`config.mk`:
```
export PLATFORM = sky130hd
export DESIGN_NAME = fp_mult_pipe_flat
export DESIGN_NICKNAME = d
export VERILOG_FILES = /design/src/rtl/fp_mult_pipe_if.sv /design/src/rtl/fp_mult_pipe.sv /design/src/flat_wrapper.sv
export SDC_FILE = /design/constraint.sdc
export NUM_CORES = 2
export LEC_CHECK = 0
export ABC_AREA = 1
export ABC_CLOCK_PERIOD_IN_PS = 6200
export BUFFER_PORTS_ARGS = -buffer_cell sky130_fd_sc_hd__buf_4
export CORE_MARGIN = 5
export CORE_UTILIZATION = 59
export DETAILED_ROUTE_END_ITERATION = 6
export PLACE_DENSITY = 0.8
export SLEW_MARGIN = 20
export SYNTH_ARGS = -nofsm -noshare
export SYNTH_HDL_FRONTEND = slang
export SYNTH_SLANG_ARGS = --single-unit
export TNS_END_PERCENT = 30
```
`constraint.sdc`:
```
create_clock -name clk -period 6.2 [get_ports clk]
set_input_delay 0.31 -clock clk [delete_from_list [all_inputs] [get_ports clk]]
set_output_delay 0.31 -clock clk [all_outputs]
set_load 0.02 [all_outputs]
```
`src/rtl/fp_mult_pipe_if.sv`:
```
// Operand/result handshake bundle for fp_mult_pipe.
// The master drives operands and accepts results; the slave is the multiplier.
interface fp_mult_pipe_if #(
    parameter int unsigned EXP_W = 8,
    parameter int unsigned MAN_W = 23
);
    localparam int unsigned W = 1 + EXP_W + MAN_W;

    logic         in_valid;
    logic         in_ready;
    logic [W-1:0] a;
    logic [W-1:0] b;
    logic         out_valid;
    logic         out_ready;
    logic [W-1:0] c;
    logic [3:0]   flags;

    modport master (
        output in_valid, a, b, out_ready,
        input  in_ready, out_valid, c, flags
    );

    modport slave (
        input  in_valid, a, b, out_ready,
        output in_ready, out_valid, c, flags
    );
endinterface

```
`src/rtl/fp_mult_pipe.sv`:
```
// 3-stage pipelined floating-point multiplier: unpack, multiply, normalise/round.
// Round-to-nearest-even, subnormals flushed to zero, flags {invalid, overflow, underflow, inexact}.
module fp_mult_pipe #(
    parameter int unsigned EXP_W = 8,
    parameter int unsigned MAN_W = 23
) (
    input  logic          clk,
    input  logic          reset_n,
    fp_mult_pipe_if.slave bus
);
    localparam int unsigned W    = 1 + EXP_W + MAN_W;
    localparam int unsigned EW   = EXP_W + 2;
    localparam int unsigned PW   = 2 * MAN_W + 2;
    localparam int unsigned BIAS = (1 << (EXP_W - 1)) - 1;

    localparam logic signed [EW-1:0] E_OVF  = EW'((1 << EXP_W) - 1);
    localparam logic signed [EW-1:0] E_ZERO = '0;
    localparam logic [W-1:0]         QNAN   = {1'b0, {EXP_W{1'b1}}, 1'b1, {(MAN_W-1){1'b0}}};

    // ---------------- global advance ----------------
    logic en;
    logic out_valid_q;
    logic [W-1:0] c_q;
    logic [3:0]   flags_q;

    assign en            = !out_valid_q || bus.out_ready;
    assign bus.in_ready  = en;
    assign bus.out_valid = out_valid_q;
    assign bus.c         = c_q;
    assign bus.flags     = flags_q;

    // ---------------- S1: unpack / classify ----------------
    logic             sa, sb;
    logic [EXP_W-1:0] ea, eb;
    logic [MAN_W-1:0] fa, fb;
    logic             za, zb, infa, infb, nana, nanb;
    logic [EW-1:0]    e1_n;

    assign {sa, ea, fa} = bus.a;
    assign {sb, eb, fb} = bus.b;

    assign za   = (ea == '0);
    assign zb   = (eb == '0);
    assign infa = (ea == '1) && (fa == '0);
    assign infb = (eb == '1) && (fb == '0);
    assign nana = (ea == '1) && (fa != '0);
    assign nanb = (eb == '1) && (fb != '0);
    assign e1_n = {2'b00, ea} + {2'b00, eb} - EW'(BIAS);

    logic             s1_valid, s1_sign, s1_inv, s1_inf, s1_zero;
    logic [EW-1:0]    s1_e;
    logic [MAN_W:0]   s1_ma, s1_mb;

    // ---------------- S2: multiply ----------------
    logic             s2_valid, s2_sign, s2_inv, s2_inf, s2_zero;
    logic [EW-1:0]    s2_e;
    logic [PW-1:0]    s2_p;

    // ---------------- S3: normalise / round / select ----------------
    logic [PW-2:0]    norm;
    logic [MAN_W-1:0] man;
    logic             g, st, inc;
    logic [MAN_W:0]   man_r;
    logic [EW-1:0]    e3;
    logic             ovf, unf;
    logic [W-1:0]     c_n;
    logic [3:0]       f_n;

    always_comb begin
        // Pre-shift so the leading one always sits just above norm's MSB.
        norm  = s2_p[PW-1] ? s2_p[PW-2:0] : {s2_p[PW-3:0], 1'b0};
        man   = norm[PW-2 -: MAN_W];
        g     = norm[PW-2-MAN_W];
        st    = |norm[PW-3-MAN_W:0];
        inc   = g && (st || man[0]);
        man_r = {1'b0, man} + (MAN_W+1)'(inc);
        // A rounding carry leaves man_r[MAN_W-1:0] all zero, so only e needs bumping.
        e3    = s2_e + EW'(s2_p[PW-1]) + EW'(man_r[MAN_W]);
        ovf   = $signed(e3) >= E_OVF;
        unf   = $signed(e3) <= E_ZERO;

        c_n = {s2_sign, e3[EXP_W-1:0], man_r[MAN_W-1:0]};
        f_n = {3'b000, g | st};
        if (s2_inv) begin
            c_n = QNAN;
            f_n = 4'b1000;
        end else if (s2_inf) begin
            c_n = {s2_sign, {EXP_W{1'b1}}, {MAN_W{1'b0}}};
            f_n = 4'b0000;
        end else if (s2_zero) begin
            c_n = {s2_sign, {(W-1){1'b0}}};
            f_n = 4'b0000;
        end else if (ovf) begin
            c_n = {s2_sign, {EXP_W{1'b1}}, {MAN_W{1'b0}}};
            f_n = 4'b0101;
        end else if (unf) begin
            c_n = {s2_sign, {(W-1){1'b0}}};
            f_n = 4'b0011;
        end
    end

    // ---------------- pipeline registers ----------------
    always_ff @(posedge clk or negedge reset_n) begin
        if (!reset_n) begin
            s1_valid    <= 1'b0;
            s1_sign     <= 1'b0;
            s1_inv      <= 1'b0;
            s1_inf      <= 1'b0;
            s1_zero     <= 1'b0;
            s1_e        <= '0;
            s1_ma       <= '0;
            s1_mb       <= '0;
            s2_valid    <= 1'b0;
            s2_sign     <= 1'b0;
            s2_inv      <= 1'b0;
            s2_inf      <= 1'b0;
            s2_zero     <= 1'b0;
            s2_e        <= '0;
            s2_p        <= '0;
            out_valid_q <= 1'b0;
            c_q         <= '0;
            flags_q     <= '0;
        end else if (en) begin
            s1_valid <= bus.in_valid;
            if (bus.in_valid) begin
                s1_sign <= sa ^ sb;
                s1_inv  <= nana || nanb || (infa && zb) || (infb && za);
                s1_inf  <= infa || infb;
                s1_zero <= za || zb;
                s1_e    <= e1_n;
                s1_ma   <= {1'b1, fa};
                s1_mb   <= {1'b1, fb};
            end

            s2_valid <= s1_valid;
            if (s1_valid) begin
                s2_sign <= s1_sign;
                s2_inv  <= s1_inv;
                s2_inf  <= s1_inf;
                s2_zero <= s1_zero;
                s2_e    <= s1_e;
                s2_p    <= s1_ma * s1_mb;
            end

            out_valid_q <= s2_valid;
            if (s2_valid) begin
                c_q     <= c_n;
                flags_q <= f_n;
            end
        end
    end
endmodule
```
`src/flat_wrapper.sv`:
```
// flat-port wrapper written by rule: the top's interface ports become plain ports
module fp_mult_pipe_flat 
#(
    parameter int unsigned EXP_W = 8,
    parameter int unsigned MAN_W = 23
)
  (clk, reset_n, bus_in_valid, bus_a, bus_b, bus_out_ready, bus_in_ready, bus_out_valid, bus_c, bus_flags);
  fp_mult_pipe_if #(.EXP_W(EXP_W), .MAN_W(MAN_W)) bus_i ();
  input  logic clk;
  input  logic reset_n;
  input wire logic [$bits(bus_i.in_valid)-1:0] bus_in_valid;
  input wire logic [$bits(bus_i.a)-1:0] bus_a;
  input wire logic [$bits(bus_i.b)-1:0] bus_b;
  input wire logic [$bits(bus_i.out_ready)-1:0] bus_out_ready;
  output wire logic [$bits(bus_i.in_ready)-1:0] bus_in_ready;
  output wire logic [$bits(bus_i.out_valid)-1:0] bus_out_valid;
  output wire logic [$bits(bus_i.c)-1:0] bus_c;
  output wire logic [$bits(bus_i.flags)-1:0] bus_flags;
  assign bus_i.in_valid = bus_in_valid;
  assign bus_i.a = bus_a;
  assign bus_i.b = bus_b;
  assign bus_i.out_ready = bus_out_ready;
  assign bus_in_ready = bus_i.in_ready;
  assign bus_out_valid = bus_i.out_valid;
  assign bus_c = bus_i.c;
  assign bus_flags = bus_i.flags;
  fp_mult_pipe #(.EXP_W(EXP_W), .MAN_W(MAN_W)) u_core (.clk(clk), .reset_n(reset_n), .bus(bus_i));
endmodule
```
======== After elaboration in Yosys (flattened, before gate mapping) ========
Index checks and enable logic that the tools add are counted.
word-level totals
  bits in registers ....................... 163
  memories ................................ 0
  memory bits (writable) .................. 0
  output and inout bits ................... 38
  latch bits .............................. 0
  bits in read-only memories .............. 0
cells by class
  equality and inequality tests ........... 2
  add/sub/neg operators ................... 5
  div/mod/pow operators ................... 0
  order comparisons ....................... 2
  multiplexer cells ....................... 11
  shift operators ......................... 0
  bitwise logic cells ..................... 2
  reduce and logical (&&, ||, !) cells .... 25
  multiply operators ...................... 1
operators with widths
  operator                                                            number
  2-to-1 mux 31 bit                                                   4
  multiplier 24 x 24 -> 48 bit                                        1
  2-to-1 mux 47 bit                                                   1
  zero test 23 bit                                                    2
  nonzero test 23 bit                                                 2
  2-to-1 mux 32 bit                                                   1
  adder 23 x 1 -> 24 bit                                              1
  OR reduction 23 bit                                                 1
  adder 10 x 1 -> 10 bit                                              2
  == test 8 bit, second input constant                                2
  zero test 8 bit                                                     2
  2-to-1 mux 4 bit                                                    4
  greater-or-equal comparator 10 x 9 -> 1 bit, second input constant  1
  less-or-equal comparator 10 x 1 -> 1 bit, second input constant     1
  subtractor 10 x 7 -> 10 bit, second input constant                  1
  adder 8 x 8 -> 9 bit                                                1
  logical AND 1 bit                                                   7
  logical OR 1 bit                                                    7
  AND reduction 2 bit                                                 3
  2-to-1 mux 2 bit                                                    1
  zero test 1 bit                                                     1
  bitwise OR 1 bit                                                    1
  bitwise XOR 1 bit                                                   1

======== Logic depth before layout (Yosys ltp) ========
  depth in word-level cells ............... 12
  depth in mapped cells ................... 31
  gate-level depth less buffers ........... 29

======== Worst setup path before layout ========
OpenSTA, ideal clock, no wires.
  kind .................................... register -> register
  start point ............................. reg u_core.s1_mb[3]
  end point ............................... reg u_core.s2_p[45]
  cell stages (with the launch flop) ...... 30
  arrival ................................. 5,888 ps
  required time ........................... 6,082 ps
  period minus slack after synthesis ...... 6,006 ps
  slack ................................... 194 ps
  path buffers ............................ 2
  path through ............................ dfrtp_1 -> clkbuf_1 -> clkbuf_1 -> nand2_1 -> fa_1 -> inv_1 -> fa_1 -> inv_1 -> fa_1 -> inv_1 -> fa_1 -> inv_1 -> fa_1 -> inv_1 -> fa_1 -> inv_1 -> fa_1 -> inv_1 -> ha_1 -> nand2_1 -> nor2_1 -> nand2_1 -> inv_1 -> nand2_1 -> nor2_1 -> nand2_1 -> nand3_1 -> nand2_1 -> nand3_1 -> nand2_1
on the way
  cells in the longest elaborated chain, start to end .. 1
RTL lines
  item                          RTL line             text
  from (decl)                   fp_mult_pipe.sv:52   logic [MAN_W:0] s1_ma, s1_mb;
  from (signal assigned)        fp_mult_pipe.sv:132  s1_mb <= {1'b1, fb};
  multiplier 24 x 24 -> 48 bit  fp_mult_pipe.sv:142  s2_p <= s1_ma * s1_mb;
  to (signal assigned)          fp_mult_pipe.sv:142
  to (decl)                     fp_mult_pipe.sv:57   logic [PW-1:0] s2_p;
Every way passes these cells.
A chain may end at the register's enable or synchronous reset.

======== Worst setup path after layout ========
  start point ............................. reg u_core.s1_ma[7]
  end point ............................... reg u_core.s2_p[30]
on the way
  cells in the longest elaborated chain, start to end .. 1
RTL lines
  item                          RTL line             text
  from (decl)                   fp_mult_pipe.sv:52
  from (signal assigned)        fp_mult_pipe.sv:131  s1_ma <= {1'b1, fa};
  multiplier 24 x 24 -> 48 bit  fp_mult_pipe.sv:142
Every way passes these cells.

==> flow_summary.json <==
{
  "hpwl_microns": 62400,
  "synthesis.area_sq_um": 28600,
  "die_y_microns": 230,
  "outcome": "finished with violations",
  "syn_area_per_cell_sq_um": 7.44,
  "grt_pass1_vias": 25800,
  "synth.net_count": 4583,
  "rsz0062_at_grt": "yes",
  "drive_gt1_frac": 0.157,
  "io_buffers": 105,
  "antenna_found_initial": 1,
  "gp_congestion": 0.970,
  "required_ns": 6.63,
  "fmax_mhz": 161,
  "final.fill_count": 3548,
  "multiInputGateArea_sq_um": 20900,
  "finClkSkew_ns": 0.0150,
  "yosys_register_bits": 162,
  "core-area_sq_um": 47800,
  "die-area_sq_um": 53000,
  "cts_tree": "built",
  "relSlewSlack": 0.294,
  "yosys_warnings": 0,
  "min_from": "bus_b[18]",
  "nets": 4752,
  "clock_sinks": 162,
  "critPathCaptureType": "flop",
  "cp_slowest_stage_delay_ns": 0.64,
  "critPathMaxFanout": 6,
  "overflow": 0,
  "rr_endpoint": "u_core.s2_p[30]",
  "synth.distinct_cells": 43,
  "dieWidth_microns": 230,
  "synth-edff-count": 0,
  "timing.reg2reg.setup_slack_ns": 0.001,
  "crit_path_top_delay_cell": "fa_1",
  "maxCapViolCount": 0,
  "regArea_sq_um": 4070,
  "area_delta_synth_final_pct": 16.6,
  "grtUsageTotal": 0.301,
  "yosysSeqAreaShare": 0.142,
  "crit_path_start": "u_core.s1_ma[7]",
  "syn_inst": 3845,
  "clk_pin_slew_ns": 0.08,
  "start_util": 0.598,
  "clk_path_buf_depth": 2,
  "hold_viol": 0,
  "start_kind": "flop",
  "path_class": "reg2reg",
  "cts_made_buffers": 17,
  "drt_iter0_drc": 2195,
  "h-tree-depth": 4,
  "arrival_ns": 6.63,
  "grt_max_degree": 64,
  "drtPass1Iterations": 7,
  "maxSlewViolCount": 0,
  "cts-root-buf": "clkbuf_16",
  "worst_hold_path_type": "in2reg",
  "drc_errors": 1,
  "min_period_ns": 6.20,
  "crit_path_end": "u_core.s2_p[30]",
  "clock_latency_ns": 0.50,
  "r2r_cells": 28,
  "dp.cells": 4552,
  "fin_crit_sh": 1.00,
  "setup-violations-final": 0,
  "grt_pass1_wl_microns": 128000,
  "vias_per_cell": 5.39,
  "num_vias": 25000,
  "wl_per_cell_microns": 17.4,
  "synthFlopType": "dfrtp_1",
  "antenna_left": 0,
  "worstMarginPinSlew_ns": 1.06,
  "wl_microns": 80600,
  "io_pins": 106,
  "postSynth.asyncResetShare": 1.00,
  "r2r-start": "u_core.s1_ma[7]",
  "row_count": 80,
  "violations": "DRC",
  "stdcell_count": 4642
}
-- worst min-delay path by stage --
stage                       endpoint  slack [ns]  cells past startpoint
floorplan            u_core.bus.c[0]        0.01                      0
finish              u_core.s1_mb[18]        0.06                      3
detailed placement  u_core.bus.c[26]        0.31                      1
global placement    u_core.bus.c[29]        0.31                      1
CTS                 u_core.s1_mb[18]        0.03                      3
global route        u_core.s1_mb[18]        0.05                      3
-- kinds of logic (layout without fill, tap and decap cells) --
| logic type | Yosys count | in the layout | share of synthesized area |
|---|---|---|---|
| and+or+nand+nor | 1511 | 1511 | 0.216 |
| buffers and inverters | 1216 | 1397 | 0.162 |
| adders and majority gates | 670 | 670 | 0.420 |
| AOI/OAI and AO/OA | 244 | 244 | 0.0462 |
| DFF | 162 | 162 | 0.142 |
| xor gates and xnor gates | 42 | 42 | 0.0135 |
| other | 0 | 1 | 0 |
-- registers in the layout (all words and copies together) (netlist names) --
signal	count
u_core.s1_mb	24
u_core.s1_e	10
u_core.s2_zero	1
u_core.s1_valid	1
u_core.s2_valid	1
u_core.s2_p	48
u_core.s1_ma	23
u_core.s2_inv	1
u_core.s2_inf	1
u_core.s1_zero	1
u_core.s1_sign	1
u_core.bus.flags	4
u_core.s1_inv	1
u_core.bus.c	32
u_core.bus.out_valid	1
u_core.s1_inf	1
u_core.s2_sign	1
u_core.s2_e	10
-- cell usage in the layout (no fill, tap or decap), types with 8 or more instances in the layout --
cell type / synthesis / layout
or2_2: 11 / 11
dlygate4sd3_1: 0 / 10
ha_1: 186 / 161
nor2_2: 10 / 24
xnor2_1: 22 / 22
fa_1: 484 / 473
dfrtp_2: 0 / 12
ha_4: 0 / 24
fa_2: 0 / 11
o21ai_2: 15 / 23
nand4_1: 37 / 37
nor2_1: 130 / 101
nand2_1: 1163 / 1116
nor4_1: 8 / 8
nand2_2: 15 / 44
dfrtp_1: 162 / 150
inv_2: 8 / 35
o21ai_1: 7 / 22
xor2_1: 19 / 19
nor2_4: 6 / 21
buf_12: 1 / 42
buf_6: 5 / 9
nand3_2: 1 / 11
a21oi_2: 0 / 20
buf_4: 2 / 261
nand2_4: 5 / 22
a21oi_1: 68 / 41
nand3_1: 92 / 82
nand3b_1: 12 / 12
inv_1: 1027 / 998
clkbuf_16: 0 / 19
o21ai_0: 135 / 111
-- what timing repair did --
| action | 4_1_cts | 5_1_grt |
|---|---|---|
| buffers inserted | 0 | 47 |
| hold endpoints to repair | 67 | 0 |
| gates cloned | 0 | 2 |
| pin swaps | 0 | 92 |
| endpoints found under the setup margin | 16 | 34 |
| gates resized for setup | 14 | 289 |
| hold buffers | 10 | 0 |
-- cell usage after synthesis (10+ instances only) --
master / n / share of area
nor2_1: 130 / 0.017
or2_2: 11 / 0.0024
fa_1: 484 / 0.34
nand4_1: 37 / 0.0081
nand3_1: 92 / 0.016
dfrtp_1: 162 / 0.14
a21oi_1: 68 / 0.012
o21ai_2: 15 / 0.0046
nand2_1: 1163 / 0.15
inv_1: 1027 / 0.13
nor2_2: 10 / 0.0022
clkbuf_1: 167 / 0.022
o21ai_0: 135 / 0.024
nand3b_1: 12 / 0.0032
xnor2_1: 22 / 0.0067
ha_1: 186 / 0.081
xor2_1: 19 / 0.0058
nand2_2: 15 / 0.0033
nor3_1: 13 / 0.0023
-- worst max-delay path: cells and delay by family (launching register included) --
kind	cells	cell delay (ns)
adders and majority gates	8	4.03
buffers and inverters	10	0.76
DFF	1	0.42
and+or+nand+nor	10	0.89
-- area by class of cell --
cell class / count / share of cell area
Clock inverter: 13 / 0.00420
Sequential cell: 162 / 0.122
Antenna cell: 1 / 0.0000751
Clock buffer: 18 / 0.0132
Timing Repair Buffer: 329 / 0.0938
Tap cell: 615 / 0.0231
Multi-Input combinational cell: 2467 / 0.627
Inverter: 1037 / 0.117
-- through the flow --
stage          setup WS [ns]  hold slack, ns  TNS (ns)  area, sq um  utilization
6_report            0.000957          0.0593         0        33300        0.697
5_1_grt               -0.173          0.0543     -1.94        33300        0.697
4_1_cts              0.00138          0.0275         0        31800        0.665
3_5_place_dp         -0.0733           0.310    -0.235        31100        0.651
3_3_place_gp         -0.0155           0.308   -0.0155        31100        0.651
2_1_floorplan          0.194          0.0144         0        28600            -
-- per-layer routing --
metal / up-vias / GRT usage / routed length [microns]
li1: 11400 / - / -
met1: 12100 / 0.390 / 30700
met2: 1224 / 0.505 / 38900
met3: 309 / 0.0529 / 7220
met4: 2 / 0.122 / 3780
met5: - / 0 / 20
Power is not shown: default switching activity piles up to over one toggle a cycle in this logic, so the estimate is an artifact.
